## src/rtl/iter_counter.sv

```systemverilog
// ----------------------------------------------------------------------------
// iter_counter
//
// Loadable up/down iteration counter used to sequence iteration indices
// (CORDIC stage number, angle-table address) in the sine/cosine datapath.
// A start pulse latches the first/last values, the direction and the mode.
// The counter then walks from init toward limit one step per enabled cycle.
// A one-shot run ends with a done pulse. A periodic run reloads init and
// emits a wrap pulse each time it passes limit.
//
// Ports
//   clk         rising-edge clock
//   rst         asynchronous active-low reset
//   start       single-cycle request: latch init/limit/dir/mode, begin a run
//   abort       end the current run without done
//   enable      advance qualifier; count moves only when high
//   dir         0 = count down, 1 = count up (sampled on start)
//   mode        0 = one-shot, 1 = periodic auto-reload (sampled on start)
//   init        first count value (sampled on start)
//   limit       last count value (sampled on start)
//   q           current count (registered)
//   busy        high while a run is active (registered)
//   first_tick  busy & (q == latched init), combinational
//   last_tick   busy & (q == latched limit), combinational
//   done        one-cycle pulse when a one-shot run completes (registered)
//   wrap        one-cycle pulse when a periodic run reloads (registered)
// ----------------------------------------------------------------------------
module iter_counter #(
    parameter int W = 5
) (
    input  logic         clk,
    input  logic         rst,
    input  logic         start,
    input  logic         abort,
    input  logic         enable,
    input  logic         dir,
    input  logic         mode,
    input  logic [W-1:0] init,
    input  logic [W-1:0] limit,
    output logic [W-1:0] q,
    output logic         busy,
    output logic         first_tick,
    output logic         last_tick,
    output logic         done,
    output logic         wrap
);

    typedef enum logic {
        IDLE = 1'b0,
        RUN  = 1'b1
    } state_t;

    state_t         state_q, state_d;
    logic [W-1:0]   q_q, q_d;
    logic [W-1:0]   init_r_q, init_r_d;
    logic [W-1:0]   limit_r_q, limit_r_d;
    logic           dir_r_q, dir_r_d;
    logic           mode_r_q, mode_r_d;
    logic           busy_q, busy_d;
    logic           done_q, done_d;
    logic           wrap_q, wrap_d;

    logic           at_limit;

    assign at_limit = (q_q == limit_r_q);

    // Next-state logic. Priority inside RUN is abort > start > enable.
    always_comb begin
        state_d   = state_q;
        q_d       = q_q;
        init_r_d  = init_r_q;
        limit_r_d = limit_r_q;
        dir_r_d   = dir_r_q;
        mode_r_d  = mode_r_q;
        done_d    = 1'b0;
        wrap_d    = 1'b0;

        unique case (state_q)
            IDLE: begin
                // abort in IDLE is a no-op; enable is ignored in the start cycle.
                if (start) begin
                    init_r_d  = init;
                    limit_r_d = limit;
                    dir_r_d   = dir;
                    mode_r_d  = mode;
                    q_d       = init;
                    state_d   = RUN;
                end
            end
            RUN: begin
                if (abort) begin
                    // q holds its value so the aborted position stays visible.
                    state_d = IDLE;
                end else if (start) begin
                    // Restart: a pending last_tick & enable is discarded, no pulse.
                    init_r_d  = init;
                    limit_r_d = limit;
                    dir_r_d   = dir;
                    mode_r_d  = mode;
                    q_d       = init;
                end else if (enable) begin
                    if (at_limit) begin
                        if (mode_r_q) begin
                            q_d    = init_r_q;
                            wrap_d = 1'b1;
                        end else begin
                            state_d = IDLE;
                            done_d  = 1'b1;
                        end
                    end else if (dir_r_q) begin
                        // Modulo-2^W arithmetic: wrong-direction runs wrap through 0.
                        q_d = q_q + 1'b1;
                    end else begin
                        q_d = q_q - 1'b1;
                    end
                end
            end
            default: state_d = IDLE;
        endcase

        busy_d = (state_d == RUN);
    end

    always_ff @(posedge clk or negedge rst) begin
        if (!rst) begin
            state_q   <= IDLE;
            q_q       <= '0;
            init_r_q  <= '0;
            limit_r_q <= '0;
            dir_r_q   <= 1'b0;
            mode_r_q  <= 1'b0;
            busy_q    <= 1'b0;
            done_q    <= 1'b0;
            wrap_q    <= 1'b0;
        end else begin
            state_q   <= state_d;
            q_q       <= q_d;
            init_r_q  <= init_r_d;
            limit_r_q <= limit_r_d;
            dir_r_q   <= dir_r_d;
            mode_r_q  <= mode_r_d;
            busy_q    <= busy_d;
            done_q    <= done_d;
            wrap_q    <= wrap_d;
        end
    end

    assign q          = q_q;
    assign busy       = busy_q;
    assign done       = done_q;
    assign wrap       = wrap_q;
    assign first_tick = busy_q & (q_q == init_r_q);
    assign last_tick  = busy_q & at_limit;

endmodule

```

## config.mk

```make
export PLATFORM = sky130hd
export DESIGN_NAME = iter_counter
export DESIGN_NICKNAME = d
export VERILOG_FILES = /design/src/rtl/iter_counter.sv
export SDC_FILE = /design/constraint.sdc
export NUM_CORES = 1
export LEC_CHECK = 0
export BUFFER_PORTS_ARGS = -buffer_cell sky130_fd_sc_hd__buf_4
export CAP_MARGIN = 20
export CORE_MARGIN = 3
export CORE_UTILIZATION = 35
export CTS_CLUSTER_SIZE = 20
export DETAILED_ROUTE_END_ITERATION = 10
export HOLD_SLACK_MARGIN = 0.05
export PLACE_DENSITY = 0.66
export SLEW_MARGIN = 20
export SYNTH_ARGS = -nofsm -noshare
export SYNTH_HDL_FRONTEND = slang
export SYNTH_SLANG_ARGS = --single-unit
```

## constraint.sdc

```tcl
create_clock -name clk -period 2.3 [get_ports clk]
set_input_delay 0.23 -clock clk [delete_from_list [all_inputs] [get_ports clk]]
set_output_delay 0.23 -clock clk [all_outputs]
set_load 0.1 [all_outputs]
```

==> results by group, run 1 <==
Setup path
  • Setup crit end kind: output port
  • R2r endpoint: q[0]
  • Worst R2R Path Depth: 6
  • Reg-to-reg slack, setup: around 0.13 ns
  • Worst Setup EP: last_tick
  • CP arrival: about 2.0 ns
  • Max FO, Critical Path: 3
  • CP Launch Type: register
  • WS Path Type: register to output port
  • Critical Path RT: around 2.1 ns
  • Reg2reg start: q[3]
  • Setup crit start: q[3]

Clock tree
  • Max Root-Sink Buffers: 2
  • Total CTS buffers: 3
  • Num Clock Sinks: 20
  • Clock latency on the worst-skew pair: ~0.31 ns
  • Clk slew on worst S/H paths: approximately 0.11 ns
  • Root Driver: clkbuf_4
  • CTS tree: yes
  • Htree depth: 1

Hold path
  • HP Start: abort
  • Worst min path class: primary input to register

Route
  • DRT Pass-1 Iters: 4
  • Met2 routed WL: roughly 1500 um
  • Wire length on met3: 202 um
  • WL met1: about 1300 um
  • Number of remaining DRC errors: 0
  • Avg Vias per Cell: 5.14
  • DR WL/cell: between 10 and 15 um
  • Highest routing layer actually used: met4
  • Final Routed Wirelength: between 3000 and 4000 um
  • Iteration-0 DRC Markers: 43
  • Final ANT Viol Nets: 0
  • Vias: approximately 1100

Global route
  • Pin count of the biggest net entering global routing: 21
  • Gr usage total: 0.160
  • Global-route wire length before repair: between 5000 and 6000 um
  • Initial antenna violation count: 0
  • Total gr overflow: 0
  • Vias in the first global route: 1080

Floorplan
  • Core region area: roughly 3200 um^2
  • Row cnt: 20
  • IO Pins: 27
  • Starting Density: 0.379
  • Die height: about 64 um
  • Full die area: approximately 4100 um^2
  • Die width: approximately 64 um

Pwr
  • Leak: a little under 0.8 nW
  • P per Cell Area: about 1200 nW/um^2
  • VDD IR max: 366 uV
  • Total power: ~2 mW

STA
  • Final max-slew violation count: 0
  • Final WS setup: 0.0329 ns
  • WHS: ~0.086 ns
  • Slew @ Worst Pin: around 0.49 ns
  • Fin. Hold Viols: 0
  • Final period utilization: 0.986
  • Sum Neg Setup Slack: 0 ns
  • RSZ-0062 raised after global routing: true
  • Post-layout min period: 2.27 ns
  • Worst Skew: 0.00363 ns
  • Fmax: about 440 MHz
  • Setup-failing EPs final: 0
  • Slew margin rel.: 0.670

Cells and area
  • Nets: around 190
  • Most common cell after layout, fill and taps aside: nand2_1
  • Final Non-Filler Cells: between 200 and 250
  • Reg area: roughly 510 um^2
  • Commonest cells after routing, fill and taps aside: nand2_1 (36), buf_4 (35), dfrtp_1 (15)
  • Multi-input logic area: approximately 690 um^2
  • Number of diodes: 0
  • Layout area overhead: 34.2%
  • Proportion of layout cells with a drive suffix above 1: 0.322
  • Fillers: between 300 and 400

Placed design
  • Placer Congestion: ~0.85
  • Setup WS pre-CTS: 0.0586 ns
  • Port-buffer cells: 26
  • Placed Cells: 200
  • Hpwl dp: about 2200 um

Status
  • Outcome: complete, no violations

Synthesis
  • Post-synth cell types: 34
  • Syn Inst Count: between 100 and 150
  • Synthesized Nets: approximately 150
  • Post-Syn Area: between 1000 and 1500 um^2
  • Seq/Total Area, Yosys: 0.419
  • Synth Warn #: 0
  • Synth Register Bits: 20
  • Synthesized area per cell: roughly 9 um^2

Flow run
  • Max-Cap Viols: 0
-- power breakdown --
group / leakage (nW) / internal [mW] / switching (mW)
logic: 0.527 / 0.473 / 0.756
clock network: 0.0150 / 0.0678 / 0.107
registers: 0.241 / 0.446 / 0.100
total: 0.783 / 0.987 / 0.963
-- cell type report --
class,count,area share
clock buffer,4,0.0164
inverter,4,0.00937
tap,44,0.0344
multi-input combinational,105,0.429
timing repair buffer,38,0.190
sequential,20,0.321
-- registers in the layout (all words and copies together) (netlist names) --
name       flops
wrap           1
q              5
mode_r_q       1
limit_r_q      5
init_r_q       5
done           1
dir_r_q        1
busy           1
-- timing repair --
item	CTS	global route
gates resized for setup	6	3
endpoints found under the setup margin	1	1
pin swaps	2	3
hold endpoints to repair	20	0
setup buffers	3	7
hold buffers	1	0
-- critical path, cell delays in order (launching register included) --
cell and delay, ns:
dfrtp_4 0.49, and2b_1 0.18, or4_4 0.54, nor3_4 0.17, and2_4 0.18, buf_12 0.16
-- routing by layer --
metal | vias to the layer above | GRT usage
met3 | 5 | 0.0281
met2 | 48 | 0.259
li1 | 529 | -
met1 | 523 | 0.202
met4 | 0 | 0.0844
met5 | - | 0
-- stage by stage --
step,instance area [um^2],utilization
after CTS,1540,0.488
after floorplan,1210,-
final,1600,0.508
after detailed placement,1450,0.461
after global routing,1600,0.508
after global placement,1450,0.461
-- synth_stat cells --
cell	n	area (um^2)
o211ai_1	3	22.5
a21o_1	2	15.0
fa_1	1	20.0
nand3_1	1	5.00
a211oi_2	1	12.5
or4_4	3	33.8
o221ai_1	1	8.76
and2_0	1	6.26
nor3_1	2	10.0
a2111oi_4	1	27.5
xnor2_1	4	35.0
o31ai_1	2	15.0
xor2_1	6	52.6
mux2i_1	3	30.0
o21ai_0	7	35.0
nor4_1	4	25.0
and2b_1	1	7.51
nand2_1	36	135
nand2b_1	2	12.5
and3_1	1	6.26
buf_2	1	5.00
ha_1	3	37.5
clkbuf_1	2	7.51
a31oi_1	1	6.26
nor2_1	6	22.5
nor2b_1	6	37.5
and2_1	1	6.26
a21oi_1	2	10.0
nor2b_2	1	8.76
dfrtp_1	20	500
or3_1	1	6.26
and4_1	1	8.76
or2_2	1	6.26
inv_1	4	15.0
-- cell families (layout without fill, tap and decap cells) --
logic type / Yosys count / count (layout) / synth area share
buf+inv: 7 / 46 / 0.0231
fa+ha+maj: 4 / 4 / 0.0482
mux: 3 / 3 / 0.0252
simple gates: 68 / 68 / 0.283
compound gates: 20 / 20 / 0.128
flops: 20 / 20 / 0.419
xor+xnor: 10 / 10 / 0.0734
-- worst min path at each step --
stage                     cells past startpoint          end
after detailed placement                      1  init_r_q[0]
after global routing                          2         done
final                                         2         done
after CTS                                     2         done
after global placement                        1  init_r_q[0]
after floorplan                               0         busy
Note: power is estimated with default switching activity, not from simulation.
==> inputs of run 2 (changes only) <==
Settings changed: CORE_ASPECT_RATIO set to 0.9.
==> run 2 against run 1 <==
  * Clock-buffer cell count fell by 1
  * Largest cell class unchanged
  * Clock power rose by 100%
  * Worst setup slack improved by 0.033 ns
  * Die area barely moved
  * Critical path type unchanged
  * Global-route usage barely moved
  * Combinational power fell by 11%
  * Via count fell by 5.8%
  * Sequential power rose by 3%
  * Worst hold slack improved by 0.042 ns
  * First-iteration DRC count fell by 58%
  * Cell count fell by 5.1%
==> results by group, run 2 (synthesis gave the netlist of run 1 again) <==
STA
  • Post-layout min period: about 2.2 ns
  • Fin. Hold Viols: 0
  • Slew @ Worst Pin: 0.481 ns
  • Setup-failing EPs final: 0
  • RSZ-0062 raised after global routing: false
  • Worst Skew: around 0.013 ns
  • Sum Neg Setup Slack: 0 ns
  • Final WS setup: approximately 0.066 ns
  • Fmax: between 400 and 500 MHz
  • Final period utilization: 0.972
  • WHS: 0.129 ns
  • Final max-slew violation count: 0
  • Slew margin rel.: 0.679

Clock tree
  • Max Root-Sink Buffers: 2
  • Num Clock Sinks: 20
  • Clk slew on worst S/H paths: 0.09 ns
  • Total CTS buffers: 3
  • Root Driver: clkbuf_8
  • Clock latency on the worst-skew pair: ~0.26 ns
  • Htree depth: 1
  • CTS tree: yes

Placed design
  • Hpwl dp: roughly 2200 um
  • Placed Instance Area: 1460 um^2
  • Placed Cells: 199
  • Setup WS pre-CTS: around 0.14 ns
  • Port-buffer cells: 26
  • Placer Congestion: between 0.9 and 1

Cells and area
  • Number of diodes: 0
  • Most common cell after layout, fill and taps aside: nand2_1
  • Layout area overhead: 31.8%
  • Final Util: 0.497
  • Final Non-Filler Cells: just over 200
  • Fin area: approximately 1600 um^2
  • Proportion of layout cells with a drive suffix above 1: 0.290
  • Fillers: around 300
  • Commonest cells after routing, fill and taps aside: nand2_1 (36), buf_4 (27), dfrtp_1 (15)
  • Nets: 184

Setup path
  • CP Launch Type: register
  • Crit path depth: 5
  • Critical Path RT: 2.07 ns
  • Max stage delay cell, worst path: or4_4
  • CP arrival: around 2 ns
  • Max FO, Critical Path: 6
  • WS Path Type: register to output port
  • Max stage delay on crit path: ~0.57 ns
  • CP bufs+invs: 1
  • Family with the most delay on the worst path: simple AND/OR/NAND/NOR gates
  • Worst-path cell chain: and2b_1 > or4_4 > nor3_4 > and2_4 > buf_12
  • Worst R2R Path Depth: 5
  • Setup crit end kind: output port

Global route
  • Global-route wire length before repair: just under 5000 um
  • Pin count of the biggest net entering global routing: 21
  • Gr usage total: 0.160
  • Total gr overflow: 0
  • Initial antenna violation count: 0
  • Vias in the first global route: about 1000

Route
  • DR WL/cell: around 14 um
  • Avg Vias per Cell: between 5 and 6
  • Vias: about 1000
  • DRT Pass-1 Iters: 4
  • Iteration-0 DRC Markers: 18
  • Final Routed Wirelength: approximately 2900 um
  • Final ANT Viol Nets: 0
  • Number of remaining DRC errors: 0

Hold path
  • Worst min path class: primary input to register
  • Hold path depth: 2

Pwr
  • Total power: ~2.0 mW
  • VDD IR max: roughly 670 uV
  • Leak: roughly 0.76 nW
  • P per Cell Area: between 1000 and 1500 nW/um^2

Floorplan
  • Die width: approximately 68 um
  • Row cnt: 19
  • Die height: 61.4 um
  • Full die area: between 4000 and 5000 um^2
  • Starting Density: 0.378
  • IO Pins: 27
  • Core region area: around 3200 um^2

Flow run
  • Max-Cap Viols: 0

Status
  • Outcome: complete, no violations
==> run 2: per-layer routing <==
metal / part of all wire / routed length, um / global-route usage
met5: 0 / 0 / 0
met4: 0.0093 / 27 / 0.0491
met3: 0.066 / 190 / 0.0328
met1: 0.48 / 1380 / 0.219
met2: 0.45 / 1300 / 0.255
==> run 2: worst reg2reg max path, stage by stage (launching register included) <==
cell       delay, ns
dfrtp_4         0.51
and2b_1         0.18
or4_4           0.57
or4_4           0.45
a2111oi_4       0.31
a211oi_2        0.06
==> run 2: layout make-up <==
class                           instances  area, um^2  share of cell area
Clock inverter                          1        30.0              0.0191
Timing Repair Buffer                   29         233               0.148
Multi-Input combinational cell        105         687               0.437
Tap cell                               42        52.6              0.0334
Clock buffer                            3        41.3              0.0263
Inverter                                4        15.0             0.00955
Sequential cell                        20         514               0.327
==> run 2: path summary, 6_finish.rpt <==
kind	slack (ns)	start	to
max in group asynchronous	1.68	rst	q[1]
min in group asynchronous	0.37	rst	init_r_q[2]
hold / removal	0.13	abort	done
hold reg to reg	0.48	mode_r_q	done
setup reg to reg	0.12	q[3]	q[0]
setup / recovery	0.07	q[3]	last_tick
==> run 2: report_power, final <==
group | switching [mW] | internal [mW] | total (mW)
combinational | 0.703 | 0.383 | 1.09
clock | 0.125 | 0.232 | 0.357
sequential | 0.118 | 0.447 | 0.565
==> run 2: repair_timing <==
item | CTS | global route
resized for setup | 3 | 4
setup endpoints to repair | 1 | 1
endpoints found under the hold margin | 20 | 0
hold buffers | 1 | 0
setup buffers | 0 | 0
cloned | 0 | 0
==> inputs of run 3 (changes only) <==
Settings changed: ABC_AREA set to 1, PLACE_DENSITY 0.66 to 0.65.
==> run 3 against run 2 <==
  * Clock power down 24%
  * Die area up 11%
  * Maximum frequency up 18%
  * Critical path type unchanged
==> results by group, run 3 <==
Status
  • Outcome: complete, no violations

Pwr
  • Power share of the combinational group: 0.573
  • Internal power: between 800 and 900 uW
  • P_sw: approximately 980 uW
  • Total power: roughly 1.9 mW
  • Power share of the sequential group: 0.283
  • Leak: between 0.8 and 0.9 nW
  • Sw frac: 0.527
  • Clock power frac: 0.145
  • P per Cell Area: around 1100 nW/um^2
  • VDD IR max: around 400 uV

Synthesis
  • Synthesized area per cell: 7.51 um^2
  • Top-area cell type share of the netlist area: 0.375
  • Seq/Total Area, Yosys: 0.375
  • Count leader, synth: nand2_1
  • Synth Warn #: 0
  • Synthesized Nets: slightly below 200
  • Post-synth top cells: nand2_1 (57), dfrtp_1 (20), inv_1 (18)
  • Post-synth cell types: 25
  • Post-synth EDFFs: 0
  • Syn Inst Count: about 180
  • Ranking of synthesized cells by area: dfrtp_1 (37%), nand2_1 (16%), a21oi_1 (5.2%)
  • Post-synth top area cell: dfrtp_1
  • Synth Register Bits: 20
  • Predominant post-synthesis flop cell: dfrtp_1
  • Post-synth ARST share: 1.00
  • Post-Syn Area: 1340 um^2

Clock tree
  • CTS tree: yes
  • Post-CTS setup buffers: 0
  • Htree depth: 1
  • Clk slew on worst S/H paths: about 0.070 ns
  • Root Driver: clkbuf_8
  • Resized cells post-CTS: 0
  • Max Root-Sink Buffers: 2
  • Total CTS buffers: 3
  • Num Clock Sinks: 20
  • Cts hold-fix bufs: 1
  • Clock latency on the worst-skew pair: between 0.2 and 0.3 ns

Cells and area
  • Reg area: 504 um^2
  • Multi-input logic area: approximately 760 um^2
  • Commonest cells after routing, fill and taps aside: nand2_1 (57), buf_4 (26), inv_1 (18)
  • Final Util: 0.473
  • Nets: around 230
  • Most common cell after layout, fill and taps aside: nand2_1
  • Number of diodes: 0
  • Fillers: 380
  • Layout area overhead: 25.0%
  • Fin area: 1670 um^2
  • Proportion of layout cells with a drive suffix above 1: 0.266
  • Final Non-Filler Cells: around 250

Global route
  • Vias in the first global route: about 1100
  • Global-route wire length before repair: around 5500 um
  • Pin count of the biggest net entering global routing: 25
  • Gr usage total: 0.150
  • Total gr overflow: 0
  • Initial antenna violation count: 0

Floorplan
  • Full die area: approximately 4600 um^2
  • Die width: between 70 and 80 um
  • Row cnt: 20
  • Die height: 64.6 um
  • Core region area: approximately 3500 um^2
  • IO Pins: 27
  • Starting Density: 0.379

Setup path
  • Setup crit end kind: output port
  • Max FO, Critical Path: 7
  • CP Launch Type: register
  • Critical Path RT: between 2 and 2.5 ns
  • CP arrival: around 1.7 ns
  • WS Path Type: register to output port
  • Worst R2R Path Depth: 12

STA
  • Slew margin rel.: 0.501
  • Fmax: 526 MHz
  • Slew @ Worst Pin: around 0.75 ns
  • Worst Skew: ~0.00037 ns
  • Final period utilization: 0.826
  • Final max-slew violation count: 0
  • RSZ-0062 raised after global routing: false
  • Sum Neg Setup Slack: 0 ns
  • WHS: approximately 0.14 ns
  • Final WS setup: between 0.3 and 0.4 ns
  • Setup-failing EPs final: 0
  • Fin. Hold Viols: 0
  • Post-layout min period: around 1.9 ns

Hold path
  • Hold path depth: 2
  • Worst min path class: primary input to register

Route
  • Avg Vias per Cell: 4.90
  • Number of remaining DRC errors: 0
  • Final Routed Wirelength: 3230 um
  • Final ANT Viol Nets: 0
  • DR WL/cell: about 13 um
  • Vias: between 1000 and 1500
  • Iteration-0 DRC Markers: a little under 60
  • DRT Pass-1 Iters: 4

Placed design
  • Placed Cells: 246
  • Placed Instance Area: 1610 um^2
  • Hpwl dp: 2520 um
  • Placer Congestion: ~0.87
  • Setup WS pre-CTS: just under 0.6 ns
  • Port-buffer cells: 26

Flow run
  • Max-Cap Viols: 0
-- run 3: worst paths after layout --
| path | from | to | slack [ns] |
|---|---|---|---|
| worst min-delay path | abort | done | 0.14 |
| max in group asynchronous | rst | q[0] | 1.67 |
| worst max register to register | q[1] | q[4] | 0.57 |
| min in group asynchronous | rst | q[2] | 0.39 |
| worst min register to register | mode_r_q | wrap | 0.53 |
| worst max-delay path | q[1] | last_tick | 0.40 |
-- run 3: routing by layer --
metal / track usage / wire length, um
met5: 0 / 0
met4: 0.0211 / 12
met3: 0.0388 / 150
met2: 0.230 / 1470
met1: 0.217 / 1600
-- run 3: area by class of cell --
class	instances	area share
inverters	23	0.0517
clock buffers	4	0.0330
multi-input cells	133	0.458
well taps	44	0.0330
flip-flops and latches	20	0.302
repair buffers	27	0.123
-- run 3: worst max-delay path: stages (launching register included) --
cell and delay (ns):
dfrtp_1 0.47, inv_2 0.09, nand2_1 0.12, nand2_4 0.08, nor2_8 0.14, nand3_4 0.13, nor2_4 0.09, buf_4 0.28
-- run 3: power by group through the flow --
stage                     clock network (mW)  logic [mW]  registers [mW]
final                                  0.270        1.07           0.528
after global routing                   0.299        1.16           0.543
after CTS                              0.283        1.07           0.530
after detailed placement                   0        1.06           0.537
after global placement                     0        1.06           0.537
after floorplan                            0       0.589           0.771
-- run 3: kinds of logic after synthesis --
family | Yosys count | synth area share
and+or+nand+nor | 106 | 0.411
buffers and inverters | 25 | 0.0702
AOI/OAI and AO/OA | 20 | 0.0815
DFF | 20 | 0.375
adders and majority gates | 4 | 0.0431
xor gates and xnor gates | 3 | 0.0197
